`src/rtl/alu_arbiter.sv`:
```
// Two-port round-robin front end for a shared registered ALU: latches the winning request,
// pulses alu_en, waits LAT cycles and returns the result. Optional macro: ALU_DIVZERO_GUARD_EN.
module alu_arbiter #(
    parameter int unsigned DW  = 19,
    parameter int unsigned OPW = 6,
    parameter int unsigned LAT = 1
) (
    input  logic           clk,
    input  logic           reset,
    input  logic [1:0]     req_valid,
    output logic [1:0]     req_ready,
    input  logic [OPW-1:0] req_op0,
    input  logic [OPW-1:0] req_op1,
    input  logic [DW-1:0]  req_a0,
    input  logic [DW-1:0]  req_a1,
    input  logic [DW-1:0]  req_b0,
    input  logic [DW-1:0]  req_b1,
    input  logic [2:0]     req_imm0,
    input  logic [2:0]     req_imm1,
    output logic [1:0]     rsp_valid,
    output logic [DW-1:0]  rsp_data,
    output logic [7:0]     rsp_flag,
    output logic           rsp_err,
    output logic           busy,
    output logic [OPW-1:0] alu_opcode,
    output logic [DW-1:0]  alu_r2,
    output logic [DW-1:0]  alu_r3,
    output logic [2:0]     alu_imm,
    output logic           alu_en,
    input  logic [DW-1:0]  alu_r1,
    input  logic [7:0]     alu_flag
);

    typedef enum logic [1:0] {StIdle, StIssue, StWait, StDone} state_e;

    state_e         state_q, state_d;
    logic           last_grant_q;
    logic           owner_q;
    logic [2:0]     cnt_q;
    logic           grant_valid;
    logic           grant_id;
    logic           accept;
    logic           div_zero;
    logic [OPW-1:0] op_sel;
    logic [DW-1:0]  a_sel;
    logic [DW-1:0]  b_sel;
    logic [2:0]     imm_sel;

    // When both request, the one that did not win last time gets the grant.
    always_comb begin
        grant_valid = 1'b0;
        grant_id    = 1'b0;
        case (req_valid)
            2'b01: begin grant_valid = 1'b1; grant_id = 1'b0; end
            2'b10: begin grant_valid = 1'b1; grant_id = 1'b1; end
            2'b11: begin grant_valid = 1'b1; grant_id = ~last_grant_q; end
            default: ;
        endcase
    end

    assign accept  = (state_q == StIdle) && grant_valid;
    assign op_sel  = grant_id ? req_op1  : req_op0;
    assign a_sel   = grant_id ? req_a1   : req_a0;
    assign b_sel   = grant_id ? req_b1   : req_b0;
    assign imm_sel = grant_id ? req_imm1 : req_imm0;

`ifdef ALU_DIVZERO_GUARD_EN
    assign div_zero = (op_sel == OPW'(4)) && (b_sel == '0);
`else
    assign div_zero = 1'b0;
`endif

    always_ff @(posedge clk) begin
        if (reset) begin
            state_q <= StIdle;
        end else begin
            state_q <= state_d;
        end
    end

    always_comb begin
        state_d = state_q;
        unique case (state_q)
            StIdle:  if (accept) state_d = div_zero ? StDone : StIssue;
            StIssue: state_d = StWait;
            StWait:  if (cnt_q == 3'(LAT)) state_d = StDone;
            StDone:  state_d = StIdle;
            default: state_d = StIdle;
        endcase
    end

    always_comb begin
        req_ready = 2'b00;
        rsp_valid = 2'b00;
        if (accept) req_ready = 2'b01 << grant_id;
        if (state_q == StDone) rsp_valid = 2'b01 << owner_q;
        alu_en = (state_q == StIssue);
        busy   = (state_q != StIdle);
    end

`ifdef ALU_DIVZERO_GUARD_EN
    logic err_q;
    assign rsp_err = err_q;
`else
    assign rsp_err = 1'b0;
`endif

    always_ff @(posedge clk) begin
        if (reset) begin
            last_grant_q <= 1'b1;
            owner_q      <= 1'b0;
            cnt_q        <= 3'd0;
            alu_opcode   <= '0;
            alu_r2       <= '0;
            alu_r3       <= '0;
            alu_imm      <= '0;
            rsp_data     <= '0;
            rsp_flag     <= '0;
`ifdef ALU_DIVZERO_GUARD_EN
            err_q        <= 1'b0;
`endif
        end else begin
            if (accept) begin
                alu_opcode   <= op_sel;
                alu_r2       <= a_sel;
                alu_r3       <= b_sel;
                alu_imm      <= imm_sel;
                owner_q      <= grant_id;
                last_grant_q <= grant_id;
`ifdef ALU_DIVZERO_GUARD_EN
                if (div_zero) begin
                    rsp_data <= '0;
                    rsp_flag <= '0;
                    err_q    <= 1'b1;
                end
`endif
            end
            if (state_q == StIssue) cnt_q <= 3'd1;
            if (state_q == StWait) begin
                if (cnt_q == 3'(LAT)) begin
                    rsp_data <= alu_r1;
                    rsp_flag <= alu_flag;
`ifdef ALU_DIVZERO_GUARD_EN
                    err_q    <= 1'b0;
`endif
                end else begin
                    cnt_q <= cnt_q + 3'd1;
                end
            end
        end
    end

endmodule

```
`config.mk`:
```
export PLATFORM = sky130hd
export DESIGN_NAME = alu_arbiter
export DESIGN_NICKNAME = d
export VERILOG_FILES = /design/src/rtl/alu_arbiter.sv
export SDC_FILE = /design/constraint.sdc
export NUM_CORES = 1
export LEC_CHECK = 0
export CAP_MARGIN = 5
export CELL_PAD_IN_SITES_DETAIL_PLACEMENT = 2
export CELL_PAD_IN_SITES_GLOBAL_PLACEMENT = 2
export CORE_UTILIZATION = 21
export CTS_BUF_LIST = sky130_fd_sc_hd__clkbuf_4
export DETAILED_ROUTE_END_ITERATION = 8
export PLACE_DENSITY_LB_ADDON = 0.12
export RECOVER_POWER = 50
export SLEW_MARGIN = 20
export SYNTH_ARGS = -nofsm -noshare
export SYNTH_HDL_FRONTEND = slang
export SYNTH_SLANG_ARGS = --single-unit
```
`constraint.sdc`:
```
create_clock -name clk -period 1.8 [get_ports clk]
set_input_delay 0.18 -clock clk [delete_from_list [all_inputs] [get_ports clk]]
set_output_delay 0.18 -clock clk [all_outputs]
set_load 0.1 [all_outputs]
```
# Word-level counts from Yosys, hierarchy flattened
# Index checks and enable logic that the tools add are counted.
classes:
  n_addsub: 1
  shift: 2
  reduce_logical: 6
  muxes: 14
  n_eq_ne: 9
  n_bitwise: 1
op_table:
  columns: ["operator", "n"]
  rows:
  - ["$mux W19", 2]
  - ["$mux W3", 4]
  - ["$eq A2 B2 Y1 const B", 4]
  - ["$mux W2", 4]
  - ["$pmux W2 S4", 1]
  - ["$mux W6", 1]
  - ["$eq A2 B1 Y1 const B", 2]
  - ["$ne A2 B2 Y1 const B", 2]
  - ["$reduce_and A2 Y1", 2]
  - ["$shl A1 B1 Y2 const A", 2]
  - ["$add A3 B1 Y3 const B", 1]
  - ["$eq A3 B1 Y1 const B", 1]
  - ["$reduce_or A3 Y1", 1]
  - ["$logic_not A2 Y1", 1]
  - ["$pmux W1 S2", 1]
  - ["$reduce_bool A2 Y1", 1]
  - ["$logic_and A1 B1 Y1", 1]
  - ["$mux W1", 1]
  - ["$not A1 Y1", 1]
totals:
  word_cells: 43
  in_bits: 125
  ff_bits: 81
  out_inout_bits: 81

# Logic depth before layout (Yosys ltp)
# Gate-level depths: netlist of the first run.
logic_depth:
  depth_word: 6
  mapped_depth: 8
  mapped_depth_nobuf: 5

# Worst setup path before layout of the first run
# No wires, ideal clock.
synth_path:
  path_kind: "flip-flop to output port"
  start: "reg state_q[0]"
  end: "out req_ready[0]"
  required_ns: 1.620
  arrival_time_ns: 2.221
  n_path_buf: 0
  stages_incl_launch_ff: 5
  path_slack_ns: -0.601
  path_cell_list: "dfxtp_1 > inv_1 > ha_1 > nand2_2 > a21oi_1"
synth_between:
  elab_chain_cells: 3
synth_lines:
  columns: ["element", "line_no", "rtl"]
  rows:
  - ["start, declared", "36", "state_e state_q, state_d;"]
  - ["start signal, assigned", "75", "state_q <= StIdle;"]
  - ["start signal, assigned", "77", "state_q <= state_d;"]
  - ["$logic_not A2 Y1", "61", "assign accept = (state_q == StIdle) && grant_valid;"]
  - ["$logic_and A1 B1 Y1", "61", null]
  - ["$mux W2", "95", "if (accept) req_ready = 2'b01 << grant_id;"]
  - ["end, declared", "11", "output logic [1:0] req_ready,"]
# No other way between the ends.

# Worst setup path after layout of the first run
layout_path:
  start: "reg state_q[0]"
  end: "out req_ready[1]"
# The elaborated chain is that of the path after synthesis.

==> results of run 1 <==
[worst min-delay path: stages]
cell and delay, ns:
sky130_fd_sc_hd__clkdlybuf4s50_1 0.39, sky130_fd_sc_hd__nand2_1 0.06, sky130_fd_sc_hd__a21oi_1 0.05
[per-stage QoR]
| stage | TNS (ns) | instances |
|---|---|---|
| after floorplan | 0 | 336 |
| after global placement | 0 | 739 |
| after detailed placement | -1.193 | 739 |
| after CTS | 0 | 755 |
| after global routing | 0 | 756 |
| final | 0 | 756 |
[synth_stat cells]
library cell               number
sky130_fd_sc_hd__nand2_2        1
sky130_fd_sc_hd__and2_1         1
sky130_fd_sc_hd__a311oi_1       2
sky130_fd_sc_hd__nor2_1         2
sky130_fd_sc_hd__buf_6          8
sky130_fd_sc_hd__nand3b_1       2
sky130_fd_sc_hd__nand3_1        1
sky130_fd_sc_hd__inv_1          7
sky130_fd_sc_hd__nor3_1         1
sky130_fd_sc_hd__a21oi_1       31
sky130_fd_sc_hd__o21a_1         1
sky130_fd_sc_hd__nor2b_1        1
sky130_fd_sc_hd__buf_4          6
sky130_fd_sc_hd__a221o_1       47
sky130_fd_sc_hd__nand2b_1       4
sky130_fd_sc_hd__and3b_1        1
sky130_fd_sc_hd__nand2_1       58
sky130_fd_sc_hd__conb_1         1
sky130_fd_sc_hd__nor3b_1       48
sky130_fd_sc_hd__mux2i_1        1
sky130_fd_sc_hd__a21o_1         1
sky130_fd_sc_hd__nor3b_2        1
sky130_fd_sc_hd__buf_2         17
sky130_fd_sc_hd__ha_1           7
sky130_fd_sc_hd__a211oi_2       1
sky130_fd_sc_hd__a211o_1        2
sky130_fd_sc_hd__a211oi_1       2
sky130_fd_sc_hd__dfxtp_1       81
[timing repair]
item | in CTS | in global routing
pin swaps | 1 | 0
setup buffers | 1 | 0
resized for setup | 7 | 1
setup endpoints to repair | 3 | 1
[final timing paths]
check,endpoint,slack [ns]
setup / recovery,req_ready[1],0.12
setup reg to reg,alu_r2[9]$_SDFFE_PP0P_,0.13
hold / removal,rsp_flag[5]$_SDFFE_PP0P_,0.26
hold reg to reg,rsp_data[18]$_SDFFE_PP0P_,0.46
[placed cells by master, fill, tap and decap left out, types with 2 or more instances in the layout]
cell	Yosys	routed
sky130_fd_sc_hd__inv_2	0	3
sky130_fd_sc_hd__dfxtp_1	81	79
sky130_fd_sc_hd__a311oi_1	2	2
sky130_fd_sc_hd__a211o_1	2	2
sky130_fd_sc_hd__a221o_1	47	47
sky130_fd_sc_hd__clkbuf_2	0	74
sky130_fd_sc_hd__nand2_1	58	58
sky130_fd_sc_hd__buf_12	0	9
sky130_fd_sc_hd__ha_1	7	6
sky130_fd_sc_hd__clkinv_1	0	2
sky130_fd_sc_hd__clkbuf_4	0	11
sky130_fd_sc_hd__a211oi_1	2	2
sky130_fd_sc_hd__buf_2	17	2
sky130_fd_sc_hd__nor3b_1	48	48
sky130_fd_sc_hd__nand3b_1	2	2
sky130_fd_sc_hd__buf_4	6	14
sky130_fd_sc_hd__dfxtp_2	0	2
sky130_fd_sc_hd__clkinv_2	0	3
sky130_fd_sc_hd__nand2b_1	4	4
sky130_fd_sc_hd__nor2_1	2	2
sky130_fd_sc_hd__clkdlybuf4s50_1	0	123
sky130_fd_sc_hd__a21oi_1	31	30
sky130_fd_sc_hd__inv_1	7	4
[state kept, by name, summed over array words and instances (netlist names)]
| name | count |
|---|---|
| owner_q | 1 |
| rsp_flag | 8 |
| alu_r2 | 19 |
| cnt_q | 3 |
| alu_imm | 3 |
| alu_opcode | 6 |
| alu_r3 | 19 |
| last_grant_q | 1 |
| rsp_data | 19 |
| state_q | 2 |
[cell type report]
| class | instances | area, µm² | area share (%) |
|---|---|---|---|
| clock inverters | 5 | 22.52 | 0.4137 |
| repair buffers | 223 | 1901 | 34.91 |
| well taps | 211 | 264.0 | 4.849 |
| inverters | 7 | 26.28 | 0.4826 |
| flip-flops and latches | 81 | 1624 | 29.83 |
| clock buffers | 11 | 82.58 | 1.517 |
| multi-input cells | 217 | 1521 | 27.95 |
| diodes | 1 | 2.502 | 0.04597 |
[per-layer routing]
| layer | vias to the layer above | routed length (µm) | global-route usage, % |
|---|---|---|---|
| li1 | 1634 | - | - |
| met1 | 1648 | 4897 | 15.96 |
| met2 | 125 | 6296 | 28.20 |
| met3 | 9 | 1234 | 7.596 |
| met4 | 0 | 128 | 4.360 |
| met5 | - | 0 | 0 |
[power groups by stage]
stage	Clock, mW	Sequential [mW]	Combinational, mW
2_1_floorplan	0	4.85	1.42
3_3_place_gp	0	2.43	5.24
3_5_place_dp	0	2.44	5.31
4_1_cts	1.02	2.42	5.35
5_1_grt	1.08	2.45	5.29
6_report	0.935	2.40	5.06
[cell families (layout without fill, tap and decap cells)]
kind of cell | after synthesis | count (layout) | share of synthesized area, %
flops | 81 | 81 | 48.43
other cells | 1 | 2 | 0.1120
mux | 1 | 1 | 0.2990
simple gates | 121 | 121 | 20.18
compound gates | 87 | 87 | 21.00
buf+inv | 38 | 246 | 7.362
fa+ha+maj | 7 | 7 | 2.616
==> summary.json, run 1 <==
{
  "worst_path_dominant_cell_family": {"value": "buffers and inverters"},
  "globalplace.congestion": {"value": 0.7116},
  "die_area": {"value": 0.01645, "unit": "mm²"},
  "worstSetupEndpointType": {"value": "output port"},
  "total_leakage_power": {"value": 2.139, "unit": "nW"},
  "vias_in_the_first_global_route": {"value": 3830},
  "route.vias.total": {"value": 3416},
  "synth.net_count": {"value": 468},
  "root_buffer": {"value": "sky130_fd_sc_hd__clkbuf_4"},
  "post-route-min-period": {"value": 1.676, "unit": "ns"},
  "critical_path.reg2reg.startpoint": {"value": "state_q[0]$_SDFFE_PP0P_"},
  "postSynthCellCount": {"value": 336},
  "critical_path_required": {"value": 1.62, "unit": "ns"},
  "postLayoutCellArea": {"value": 0.005444, "unit": "mm²"},
  "ir_worst_vdd": {"value": 0.0005585, "unit": "V"},
  "syn_avg_cell_area": {"value": 9.965, "unit": "µm²"},
  "dieHeight": {"value": 128.3, "unit": "µm"},
  "wl_per_cell": {"value": 16.61, "unit": "µm"},
  "power.net_switching": {"value": 4.640, "unit": "mW"},
  "layout.core_utilization": {"value": 35.42, "unit": "%"},
  "chipWidth": {"value": 128.3, "unit": "µm"},
  "hold_path_class": {"value": "primary input to register"},
  "tritoncts_num_sinks": {"value": 81},
  "finalHoldViolCount": {"value": 0},
  "grt_first_pass_wirelength": {"value": 19710, "unit": "µm"},
  "final_layout_size_suffix_gt1_share": {"value": 22.98, "unit": "%"},
  "crit_path_max_fanout": {"value": 5},
  "post_synth_main_area_contributors": {"value": "sky130_fd_sc_hd__dfxtp_1 48%, sky130_fd_sc_hd__a221o_1 14%, sky130_fd_sc_hd__nor3b_1 11%"},
  "ys_warn_count": {"value": 0},
  "dpl_worst_slack": {"value": -0.05130, "unit": "ns"},
  "boundaryPins": {"value": 206},
  "setup_slack": {"value": 0.1236, "unit": "ns"},
  "timing.final.crit_share": {"value": 93.14, "unit": "%"},
  "post-layout-total-power": {"value": 8.397, "unit": "mW"},
  "path_depth": {"value": 6},
  "status": {"value": "completed"},
  "power.combinational.fraction": {"value": 60.3, "unit": "%"},
  "setup_viol": {"value": 0},
  "firstDrtPassIters": {"value": 4},
  "p_per_area": {"value": 1542, "unit": "mW/mm²"},
  "rows": {"value": 45},
  "cts.path.max_buffers": {"value": 2},
  "final_max_slew_viol_count": {"value": 0},
  "cp_startpoint": {"value": "state_q[0]$_SDFFE_PP0P_"},
  "rsz0062_at_grt": {"value": "no"},
  "worst_r2r_path_depth": {"value": 6},
  "post_dp_area": {"value": 0.005518, "unit": "mm²"},
  "clock_tree_from_tritoncts": {"value": "built"},
  "hold-path-cell-count": {"value": 3},
  "drtAntennaViolNets": {"value": 0},
  "initial_antenna_violation_count": {"value": 1},
  "synth.largest_area_cell": {"value": "sky130_fd_sc_hd__dfxtp_1"},
  "yosysSeqAreaShare": {"value": 48.43, "unit": "%"},
  "cp.arrival": {"value": 1.50, "unit": "ns"},
  "numCtsBuffers": {"value": 9},
  "cts.reportedPaths.clkPinSlew": {"value": 0.13, "unit": "ns"},
  "worst-slew-pin-transition": {"value": 0.5840, "unit": "ns"},
  "max_freq": {"value": 596.5, "unit": "MHz"},
  "final.setup_skew": {"value": 0.01040, "unit": "ns"},
  "drc": {"value": 0},
  "worst-setup-path-type": {"value": "register to output port"},
  "path_common_cell": {"value": "sky130_fd_sc_hd__inv_2"},
  "grt_start_max_net_pins": {"value": 48},
  "area_growth": {"value": 62.59, "unit": "%"},
  "route.detailed.vias_per_inst": {"value": 4.519},
  "grt_util_all_layers": {"value": 15.65, "unit": "%"},
  "fin_hold_ws": {"value": 0.2598, "unit": "ns"},
  "remaining_max_slew_budget_at_the_tightest_pin": {"value": 61.23, "unit": "%"},
  "netSwitchingFraction": {"value": 55.25, "unit": "%"},
  "initial_utilization": {"value": 21.78, "unit": "%"},
  "path_buf_inv": {"value": 4},
  "synthDistinctLibCells": {"value": 28},
  "drv.max_cap_violation_count": {"value": 0},
  "htree_levels": {"value": 3},
  "crit_chain": {"value": "inv_2 > ha_4 > buf_4 > nand3_1 > inv_2 > buf_12"},
  "cp-start-kind": {"value": "register"},
  "synthDominantCellAreaShare": {"value": 48.43, "unit": "%"},
  "fillerInstances": {"value": 1717},
  "internal_power_consumption": {"value": 3.758, "unit": "mW"},
  "power.share.sequential": {"value": 28.6, "unit": "%"},
  "insertion_delay": {"value": 0.45, "unit": "ns"},
  "critPathSlowestCell": {"value": "sky130_fd_sc_hd__dfxtp_2"},
  "fin_nets": {"value": 671},
  "synth_seq_cells": {"value": 81},
  "numPortBuffers": {"value": 204},
  "dp_hpwl": {"value": 9350, "unit": "µm"},
  "drt_iter0_markers": {"value": 115},
  "crit_path_max_incr_delay": {"value": 0.35, "unit": "ns"},
  "floorplan.core_area": {"value": 0.01537, "unit": "mm²"},
  "number_of_buffers_inserted_for_hold_repair_after_clock_tree_synthesis": {"value": 0},
  "synthesis.area": {"value": 0.003348, "unit": "mm²"},
  "hold_start": {"value": "alu_flag[5]"},
  "power.clock.fraction": {"value": 11.1, "unit": "%"},
  "finalWirelength": {"value": 12560, "unit": "µm"},
  "gr-total-overflow": {"value": 0}
}
No activity file was read; power rests on OpenSTA's default activity.
==> inputs of run 2 (changes only) <==
--- a/config.mk
+++ b/config.mk
@@ -10,4 +10,4 @@
 export CELL_PAD_IN_SITES_GLOBAL_PLACEMENT = 2
-export CORE_UTILIZATION = 21
-export CTS_BUF_LIST = sky130_fd_sc_hd__clkbuf_4
+export CORE_UTILIZATION = 20
+export CTS_BUF_LIST = sky130_fd_sc_hd__clkbuf_16
 export DETAILED_ROUTE_END_ITERATION = 8
==> constraint.sdc (replaced) <==
create_clock -name clk -period 1.8 [get_ports clk]
set_input_delay 0.36 -clock clk [delete_from_list [all_inputs] [get_ports clk]]
set_output_delay 0.36 -clock clk [all_outputs]
set_load 0.1 [all_outputs]
==> summary.json, run 2 (same netlist as run 1, synthesis figures left out) <==
{
  "status": {"value": "completed", "change": "unchanged"},
  "wl_per_cell": {"value": 17.50, "unit": "µm", "change": "was 16.61 µm"},
  "worst_r2r_path_depth": {"value": 6, "change": "unchanged"},
  "ir_worst_vdd": {"value": 0.0007391, "unit": "V", "change": "was 0.0005585 V"},
  "gr-total-overflow": {"value": 0, "change": "unchanged"},
  "numCtsBuffers": {"value": 9, "change": "unchanged"},
  "rows": {"value": 46, "change": "was 45"},
  "grt_start_max_net_pins": {"value": 61, "change": "was 48"},
  "layout_common_cells": {"value": "121 x sky130_fd_sc_hd__clkdlybuf4s50_1, 84 x sky130_fd_sc_hd__buf_12, 80 x sky130_fd_sc_hd__dfxtp_1, 58 x sky130_fd_sc_hd__nand2_1, 48 x sky130_fd_sc_hd__nor3b_1", "change": "was 123 x sky130_fd_sc_hd__clkdlybuf4s50_1, 79 x sky130_fd_sc_hd__dfxtp_1, 74 x sky130_fd_sc_hd__clkbuf_2, 58 x sky130_fd_sc_hd__nand2_1, 48 x sky130_fd_sc_hd__nor3b_1"},
  "hold_path_class": {"value": "register to register", "change": "was primary input to register"},
  "finalSetupTns": {"value": 0, "unit": "ns", "change": "unchanged"},
  "grt_first_pass_wirelength": {"value": 21550, "unit": "µm", "change": "was 19710 µm"},
  "layout.core_utilization": {"value": 41.93, "unit": "%", "change": "was 35.42%"},
  "setup_viol": {"value": 0, "change": "unchanged"},
  "crit_chain": {"value": "inv_2 > ha_4 > nand2_4 > a21oi_4 > buf_12", "change": "was inv_2 > ha_4 > buf_4 > nand3_1 > inv_2 > buf_12"},
  "worstSetupEndpointType": {"value": "output port", "change": "unchanged"},
  "firstDrtPassIters": {"value": 4, "change": "unchanged"},
  "insertion_delay": {"value": 0.34, "unit": "ns", "change": "was 0.45 ns"},
  "drv.max_cap_violation_count": {"value": 0, "change": "unchanged"},
  "worst-slew-pin-transition": {"value": 0.5446, "unit": "ns", "change": "was 0.5840 ns"},
  "floorplan.core_area": {"value": 0.01612, "unit": "mm²", "change": "was 0.01537 mm²"},
  "critPathSlowestCell": {"value": "sky130_fd_sc_hd__dfxtp_1", "change": "was sky130_fd_sc_hd__dfxtp_2"},
  "die_area": {"value": 0.01726, "unit": "mm²", "change": "was 0.01645 mm²"},
  "placed_cells_incl_taps": {"value": 739, "change": "unchanged"},
  "root_buffer": {"value": "sky130_fd_sc_hd__clkbuf_16", "change": "was sky130_fd_sc_hd__clkbuf_4"},
  "grt_util_all_layers": {"value": 15.92, "unit": "%", "change": "was 15.65%"},
  "fin_hold_ws": {"value": 0.4592, "unit": "ns", "change": "was 0.2598 ns"},
  "clock_tree_from_tritoncts": {"value": "built", "change": "unchanged"},
  "setup_slack": {"value": 0.07297, "unit": "ns", "change": "was 0.1236 ns"},
  "hold-path-cell-count": {"value": 2, "change": "was 3"},
  "power.share.sequential": {"value": 24.6, "unit": "%", "change": "was 28.6%"},
  "remaining_max_slew_budget_at_the_tightest_pin": {"value": 63.85, "unit": "%", "change": "was 61.23%"},
  "finalHoldViolCount": {"value": 0, "change": "unchanged"},
  "vias_in_the_first_global_route": {"value": 3961, "change": "was 3830"},
  "crit_path_max_fanout": {"value": 6, "change": "was 5"},
  "critical_path.reg2reg.startpoint": {"value": "state_q[0]$_SDFFE_PP0P_", "change": "unchanged"},
  "r2r-end": {"value": "alu_r2[13]$_SDFFE_PP0P_", "change": "was alu_r2[9]$_SDFFE_PP0P_"},
  "path_depth": {"value": 5, "change": "was 6"},
  "tritoncts_num_sinks": {"value": 81, "change": "unchanged"},
  "dpl_worst_slack": {"value": -0.07551, "unit": "ns", "change": "was -0.05130 ns"},
  "worst-setup-path-type": {"value": "register to output port", "change": "unchanged"},
  "num_antenna_cells": {"value": 0, "change": "was 1"},
  "boundaryPins": {"value": 206, "change": "unchanged"},
  "chipWidth": {"value": 131.4, "unit": "µm", "change": "was 128.3 µm"},
  "route.detailed.vias_per_inst": {"value": 4.473, "change": "was 4.519"},
  "final_cell_count_no_fill": {"value": 759, "change": "was 756"},
  "drc": {"value": 0, "change": "unchanged"},
  "crit_path_max_incr_delay": {"value": 0.34, "unit": "ns", "change": "was 0.35 ns"},
  "final_max_slew_viol_count": {"value": 0, "change": "unchanged"},
  "final.setup_skew": {"value": 0.006390, "unit": "ns", "change": "was 0.01040 ns"},
  "dieHeight": {"value": 131.4, "unit": "µm", "change": "was 128.3 µm"},
  "final_layout_size_suffix_gt1_share": {"value": 22.65, "unit": "%", "change": "was 22.98%"},
  "netSwitchingFraction": {"value": 47.15, "unit": "%", "change": "was 55.25%"},
  "ff2ff_setup_slack": {"value": 0.27, "unit": "ns", "change": "was 0.13 ns"},
  "globalplace.congestion": {"value": 0.7202, "change": "was 0.7116"},
  "layout.cells.most_common": {"value": "sky130_fd_sc_hd__clkdlybuf4s50_1", "change": "unchanged"},
  "post-route-min-period": {"value": 1.727, "unit": "ns", "change": "was 1.676 ns"},
  "htree_levels": {"value": 3, "change": "unchanged"},
  "cp_startpoint": {"value": "state_q[0]$_SDFFE_PP0P_", "change": "unchanged"},
  "power.combinational.fraction": {"value": 58.0, "unit": "%", "change": "was 60.3%"},
  "drt_iter0_markers": {"value": 94, "change": "was 115"},
  "drtAntennaViolNets": {"value": 0, "change": "unchanged"},
  "biggestRegsByFlops": {"value": "alu_r2: 19 flops, alu_r3: 19 flops, rsp_data: 19 flops", "change": "unchanged"},
  "p_per_area": {"value": 1556, "unit": "mW/mm²", "change": "was 1542 mW/mm²"},
  "area_growth": {"value": 101.8, "unit": "%", "change": "was 62.59%"},
  "route.vias.total": {"value": 3395, "change": "was 3416"},
  "hold_start": {"value": "rsp_data[16]$_SDFFE_PP0P_", "change": "was alu_flag[5]"},
  "setup.worst_path.end": {"value": "req_ready[0]", "change": "was req_ready[1]"},
  "power.clock.fraction": {"value": 17.3, "unit": "%", "change": "was 11.1%"},
  "fin_nets": {"value": 670, "change": "was 671"},
  "cts.path.max_buffers": {"value": 2, "change": "unchanged"},
  "cp-start-kind": {"value": "register", "change": "unchanged"},
  "internal_power_consumption": {"value": 5.558, "unit": "mW", "change": "was 3.758 mW"},
  "initial_utilization": {"value": 20.78, "unit": "%", "change": "was 21.78%"},
  "cts.reportedPaths.clkPinSlew": {"value": 0.06, "unit": "ns", "change": "was 0.13 ns"},
  "power.net_switching": {"value": 4.958, "unit": "mW", "change": "was 4.640 mW"},
  "numPortBuffers": {"value": 204, "change": "unchanged"},
  "cp.arrival": {"value": 1.37, "unit": "ns", "change": "was 1.50 ns"},
  "finalWirelength": {"value": 13280, "unit": "µm", "change": "was 12560 µm"},
  "timing.final.crit_share": {"value": 95.95, "unit": "%", "change": "was 93.14%"},
  "worst_path_dominant_cell_family": {"value": "flip-flops", "change": "was buffers and inverters"},
  "critical_path_required": {"value": 1.44, "unit": "ns", "change": "was 1.62 ns"},
  "path_buf_inv": {"value": 2, "change": "was 4"},
  "initial_antenna_violation_count": {"value": 1, "change": "unchanged"},
  "dp_hpwl": {"value": 9855, "unit": "µm", "change": "was 9350 µm"},
  "total_leakage_power": {"value": 2.525, "unit": "nW", "change": "was 2.139 nW"},
  "number_of_buffers_inserted_for_hold_repair_after_clock_tree_synthesis": {"value": 0, "change": "unchanged"},
  "max_freq": {"value": 579.0, "unit": "MHz", "change": "was 596.5 MHz"}
}
==> run 2: cell types whose count changed in the layout (fill, tap and decap cells not counted), moves of 2 or more <==
cell                              previous run  this run
sky130_fd_sc_hd__dlymetal6s2s_1              0         2
sky130_fd_sc_hd__clkbuf_4                   11         0
sky130_fd_sc_hd__buf_4                      14        12
sky130_fd_sc_hd__clkdlybuf4s50_1           123       121
sky130_fd_sc_hd__clkinvlp_4                  0         2
sky130_fd_sc_hd__inv_1                       4         6
sky130_fd_sc_hd__clkbuf_2                   74         2
sky130_fd_sc_hd__buf_12                      9        84
sky130_fd_sc_hd__clkbuf_16                   0         9
==> run 2: area by class of cell <==
| class | count | area, µm² |
|---|---|---|
| fillers | 1662 | 9359 |
| multi-input cells | 217 | 1526 |
| clock inverters | 7 | 62.56 |
| well taps | 216 | 270.3 |
| repair buffers | 222 | 3023 |
| flip-flops and latches | 81 | 1623 |
| inverters | 7 | 26.28 |
| clock buffers | 9 | 225.2 |
==> run 2: power groups by stage <==
stage          Clock [mW]  Combinational [mW]  Sequential, mW
6_report             1.82                6.10            2.59
4_1_cts              1.89                6.17            2.60
5_1_grt              1.95                6.33            2.64
3_3_place_gp            0                6.02            2.61
2_1_floorplan           0                1.42            4.85
3_5_place_dp            0                6.10            2.62
==> run 2: worst min path at each step <==
stage	to
2_1_floorplan	owner_q$_SDFFE_PP0P_
3_3_place_gp	owner_q$_SDFFE_PP0P_
3_5_place_dp	owner_q$_SDFFE_PP0P_
4_1_cts	owner_q$_SDFFE_PP0P_
5_1_grt	rsp_data[16]$_SDFFE_PP0P_
6_report	rsp_data[16]$_SDFFE_PP0P_
==> run 2: repair_timing <==
item                                    CTS  global route
buffers inserted                          3             1
endpoints found under the setup margin    2             3
hold endpoints to repair                  0             0
gates cloned                              0             0
gates resized for setup                   5             4
==> run 2: layer usage <==
layer / GRT usage, % / vias up / share of wire, %
met5: 0 / - / 0.098
met1: 16.06 / 1642 / 36
met3: 6.250 / 12 / 8.6
li1: - / 1626 / -
met4: 5.039 / 2 / 1.1
met2: 29.76 / 113 / 54
==> run 2: through the flow <==
stage	cell area, µm²	power, mW
global placement	6437	8.623
finish	6756	10.52
floorplan	3354	6.269
CTS	6768	10.66
detailed placement	6437	8.720
global route	6756	10.93
==> run 2: tightest hold or removal path: stages, from the launching register on <==
cell and delay [ns]:
sky130_fd_sc_hd__dfxtp_1 0.31, sky130_fd_sc_hd__nand2_1 0.05, sky130_fd_sc_hd__a21oi_1 0.05
==> inputs of run 3 (changes only) <==
- ABC_AREA: default -> 1
- CORE_UTILIZATION: 20 -> 19
- REMOVE_ABC_BUFFERS: default -> 1
==> summary.json, run 3 <==
{
  "critical_path_required": {"value": 1.44, "unit": "ns", "change": "about the same"},
  "synthesis.area": {"value": 0.003722, "unit": "mm²", "change": "was 0.003348 mm²"},
  "initial_utilization": {"value": 19.64, "unit": "%", "change": "was 20.78%"},
  "ir_worst_vdd": {"value": 0.001209, "unit": "V", "change": "was 0.0007391 V"},
  "insertion_delay": {"value": 0.34, "unit": "ns", "change": "about the same"},
  "root_buffer": {"value": "sky130_fd_sc_hd__clkbuf_16", "change": "unchanged"},
  "power.share.sequential": {"value": 24.6, "unit": "%", "change": "about the same"},
  "synth_enable_flop_cells": {"value": 0, "change": "unchanged"},
  "post_synth_main_area_contributors": {"value": "sky130_fd_sc_hd__dfxtp_1 44%, sky130_fd_sc_hd__nand2_1 23%, sky130_fd_sc_hd__a21oi_1 11%", "change": "was sky130_fd_sc_hd__dfxtp_1 48%, sky130_fd_sc_hd__a221o_1 14%, sky130_fd_sc_hd__nor3b_1 11%"},
  "postSynthCellCount": {"value": 544, "change": "was 336"},
  "synth.most_common_cell": {"value": "sky130_fd_sc_hd__nand2_1", "change": "was sky130_fd_sc_hd__dfxtp_1"},
  "internal_power_consumption": {"value": 4.528, "unit": "mW", "change": "was 5.558 mW"},
  "dieHeight": {"value": 142.0, "unit": "µm", "change": "was 131.4 µm"},
  "clock_tree_from_tritoncts": {"value": "built", "change": "unchanged"},
  "die_area": {"value": 0.02016, "unit": "mm²", "change": "was 0.01726 mm²"},
  "drc": {"value": 0, "change": "unchanged"},
  "rsz0062_at_grt": {"value": "yes"},
  "chipWidth": {"value": 142.0, "unit": "µm", "change": "was 131.4 µm"},
  "yosysSeqAreaShare": {"value": 43.56, "unit": "%", "change": "was 48.43%"},
  "worstSetupEndpointType": {"value": "output port", "change": "unchanged"},
  "final_layout_size_suffix_gt1_share": {"value": 17.32, "unit": "%", "change": "was 22.65%"},
  "setup_viol": {"value": 0, "change": "unchanged"},
  "grt_first_pass_wirelength": {"value": 25480, "unit": "µm", "change": "was 21550 µm"},
  "post_dp_area": {"value": 0.006827, "unit": "mm²", "change": "was 0.006437 mm²"},
  "vias_in_the_first_global_route": {"value": 4756, "change": "was 3961"},
  "cts.path.max_buffers": {"value": 2, "change": "unchanged"},
  "wl_per_cell": {"value": 16.48, "unit": "µm", "change": "was 17.50 µm"},
  "drtAntennaViolNets": {"value": 0, "change": "unchanged"},
  "synth.largest_area_cell": {"value": "sky130_fd_sc_hd__dfxtp_1", "change": "unchanged"},
  "netSwitchingFraction": {"value": 51.61, "unit": "%", "change": "was 47.15%"},
  "status": {"value": "completed", "change": "unchanged"},
  "post-cts-setup-buffers": {"value": 0, "change": "was 3"},
  "worst-setup-path-type": {"value": "primary input to output port", "change": "was register to output port"},
  "layout.core_utilization": {"value": 31.84, "unit": "%", "change": "was 41.93%"},
  "route.vias.total": {"value": 4337, "change": "was 3395"},
  "synthDistinctLibCells": {"value": 18, "change": "was 28"},
  "finalWirelength": {"value": 16480, "unit": "µm", "change": "was 13280 µm"},
  "numCtsBuffers": {"value": 9, "change": "unchanged"},
  "firstDrtPassIters": {"value": 6, "change": "was 4"},
  "initial_antenna_violation_count": {"value": 1, "change": "unchanged"},
  "layout_common_cells": {"value": "230 x sky130_fd_sc_hd__nand2_1, 122 x sky130_fd_sc_hd__clkdlybuf4s50_1, 81 x sky130_fd_sc_hd__dfxtp_1, 79 x sky130_fd_sc_hd__a21oi_1, 76 x sky130_fd_sc_hd__nand3_1", "change": "was 121 x sky130_fd_sc_hd__clkdlybuf4s50_1, 84 x sky130_fd_sc_hd__buf_12, 80 x sky130_fd_sc_hd__dfxtp_1, 58 x sky130_fd_sc_hd__nand2_1, 48 x sky130_fd_sc_hd__nor3b_1"},
  "postLayoutCellArea": {"value": 0.006036, "unit": "mm²", "change": "was 0.006756 mm²"},
  "boundaryPins": {"value": 206, "change": "unchanged"},
  "worst-slew-pin-transition": {"value": 0.5752, "unit": "ns", "change": "was 0.5446 ns"},
  "dp_hpwl": {"value": 12020, "unit": "µm", "change": "was 9855 µm"},
  "drt_iter0_markers": {"value": 96, "change": "was 94"},
  "final_max_slew_viol_count": {"value": 0, "change": "unchanged"},
  "hold-path-cell-count": {"value": 2, "change": "unchanged"},
  "htree_levels": {"value": 3, "change": "unchanged"},
  "cp-start-kind": {"value": "primary input", "change": "was register"},
  "layout.cells.most_common": {"value": "sky130_fd_sc_hd__nand2_1", "change": "was sky130_fd_sc_hd__clkdlybuf4s50_1"},
  "cp.arrival": {"value": 1.42, "unit": "ns", "change": "was 1.37 ns"},
  "remaining_max_slew_budget_at_the_tightest_pin": {"value": 61.65, "unit": "%", "change": "was 63.85%"},
  "grt_util_all_layers": {"value": 16.51, "unit": "%", "change": "was 15.92%"},
  "netlist_top_cells_count": {"value": "230 x sky130_fd_sc_hd__nand2_1, 81 x sky130_fd_sc_hd__dfxtp_1, 79 x sky130_fd_sc_hd__a21oi_1", "change": "was 81 x sky130_fd_sc_hd__dfxtp_1, 58 x sky130_fd_sc_hd__nand2_1, 48 x sky130_fd_sc_hd__nor3b_1"},
  "ys_warn_count": {"value": 0, "change": "unchanged"},
  "gr-total-overflow": {"value": 0, "change": "unchanged"},
  "crit_path_max_fanout": {"value": 3, "change": "was 6"},
  "numPortBuffers": {"value": 204, "change": "unchanged"},
  "cts.reportedPaths.clkPinSlew": {"value": 0.06, "unit": "ns", "change": "about the same"},
  "final.setup_skew": {"value": 0.01028, "unit": "ns", "change": "was 0.006390 ns"},
  "finalHoldViolCount": {"value": 0, "change": "unchanged"},
  "tritoncts_num_sinks": {"value": 81, "change": "unchanged"},
  "syn_avg_cell_area": {"value": 6.843, "unit": "µm²", "change": "was 9.965 µm²"},
  "synth_seq_cells": {"value": 81, "change": "unchanged"},
  "synth_ff_type": {"value": "sky130_fd_sc_hd__dfxtp_1", "change": "unchanged"},
  "fin_hold_ws": {"value": 0.3306, "unit": "ns", "change": "was 0.4592 ns"},
  "area_growth": {"value": 62.15, "unit": "%", "change": "was 101.8%"},
  "total_leakage_power": {"value": 2.633, "unit": "nW", "change": "was 2.525 nW"},
  "rows": {"value": 50, "change": "was 46"},
  "synthDominantCellAreaShare": {"value": 43.56, "unit": "%", "change": "was 48.43%"},
  "drv.max_cap_violation_count": {"value": 0, "change": "unchanged"},
  "hold_path_class": {"value": "primary input to register", "change": "was register to register"},
  "grt_start_max_net_pins": {"value": 50, "change": "was 61"},
  "worst_r2r_path_depth": {"value": 7, "change": "was 6"},
  "floorplan.core_area": {"value": 0.01896, "unit": "mm²", "change": "was 0.01612 mm²"},
  "route.detailed.vias_per_inst": {"value": 4.337, "change": "was 4.473"},
  "power.net_switching": {"value": 4.830, "unit": "mW", "change": "was 4.958 mW"},
  "fin_nets": {"value": 866, "change": "was 670"},
  "power.clock.fraction": {"value": 21.5, "unit": "%", "change": "was 17.3%"},
  "timing.final.crit_share": {"value": 98.75, "unit": "%", "change": "was 95.95%"},
  "post-route-min-period": {"value": 1.778, "unit": "ns", "change": "was 1.727 ns"},
  "power.combinational.fraction": {"value": 53.9, "unit": "%", "change": "was 58.0%"},
  "p_per_area": {"value": 1551, "unit": "mW/mm²", "change": "was 1556 mW/mm²"},
  "globalplace.congestion": {"value": 0.7140, "change": "was 0.7202"},
  "biggestRegsByFlops": {"value": "alu_r2: 19 flops, alu_r3: 19 flops, rsp_data: 19 flops", "change": "unchanged"},
  "max_freq": {"value": 562.6, "unit": "MHz", "change": "was 579.0 MHz"},
  "async_reset_ff_share": {"value": 0, "unit": "%", "change": "unchanged"}
}
run 3: changes by cell type in the layout (fill, tap and decap cells not counted), moves of 4 or more:
cell,delta
sky130_fd_sc_hd__nand2_1,+172
sky130_fd_sc_hd__nor3b_1,-48
sky130_fd_sc_hd__a221o_1,-47
sky130_fd_sc_hd__inv_2,+4
sky130_fd_sc_hd__a21oi_1,+49
sky130_fd_sc_hd__nand3_1,+75
sky130_fd_sc_hd__clkbuf_2,+72
sky130_fd_sc_hd__buf_12,-75
sky130_fd_sc_hd__nand2b_1,-4
run 3: kinds of logic (layout without fill, tap and decap cells):
logic type      after synthesis  after routing  synth area share, %
flops                        81             81                43.56
simple gates                316            316                34.69
compound gates               82             82                11.33
buf+inv                      56            251                7.731
fa+ha+maj                     7              7                2.353
other cells                   1              2               0.1007
xor+xnor                      1              1               0.2353
run 3: final cells by class:
cell class | count | area, µm²
Timing Repair Buffer | 222 | 1889
Multi-Input combinational cell | 407 | 1828
Clock inverter | 7 | 95.09
Clock buffer | 9 | 225.2
Tap cell | 260 | 325.3
Sequential cell | 81 | 1622
Inverter | 13 | 48.80
Antenna cell | 1 | 2.502
Fill cell | 2233 | 12920
run 3: repair_timing:
action / CTS / global route
resized for setup: 5 / 1
hold buffers: 0 / 0
setup endpoints to repair: 3 / 2
run 3: worst max-delay path: stages:
cell and delay, ns:
sky130_fd_sc_hd__clkdlybuf4s50_1 0.50, sky130_fd_sc_hd__buf_4 0.14, sky130_fd_sc_hd__o21ai_4 0.07, sky130_fd_sc_hd__nor2_2 0.15
sky130_fd_sc_hd__buf_12 0.19
run 3: metal layers:
metal / track usage [%] / share of wire (%) / vias up
met5: 0 / 0 / -
met4: 6.225 / 1.9 / 0
met3: 2.793 / 4.4 / 14
met2: 30.28 / 51 / 103
met1: 19.08 / 42 / 2097
li1: - / - / 2123
run 3: stage by stage:
step                std cells  setup TNS (ns)  power (mW)  setup slack [ns]
finish                   1000               0       9.359           0.02249
global route             1000        -0.03600       9.890          -0.01816
CTS                       999               0       10.58          0.006472
detailed placement        983          -1.892       8.449          -0.08355
global placement          983         -0.1353       8.346          -0.03334
floorplan                 501          -2.370       5.795            -1.200
run 3: final timing paths:
check / start / slack [ns] / to
max: req_valid[0] / 0.02 / req_ready[0]
min: reset / 0.33 / alu_r3[5]$_SDFFE_PP0P_
max reg2reg: state_q[1]$_SDFFE_PP0P_ / 0.20 / alu_opcode[1]$_SDFFE_PP0P_
min reg2reg: rsp_flag[7]$_SDFFE_PP0P_ / 0.47 / rsp_flag[7]$_SDFFE_PP0P_
run 3: power by group through the flow:
| stage | Clock [mW] | Combinational (mW) | Sequential (mW) |
|---|---|---|---|
| final | 2.01 | 5.04 | 2.31 |
| after global routing | 2.17 | 5.37 | 2.36 |
| after CTS | 2.11 | 6.01 | 2.46 |
| after detailed placement | 0 | 5.96 | 2.49 |
| after global placement | 0 | 5.87 | 2.48 |
| after floorplan | 0 | 1.56 | 4.24 |
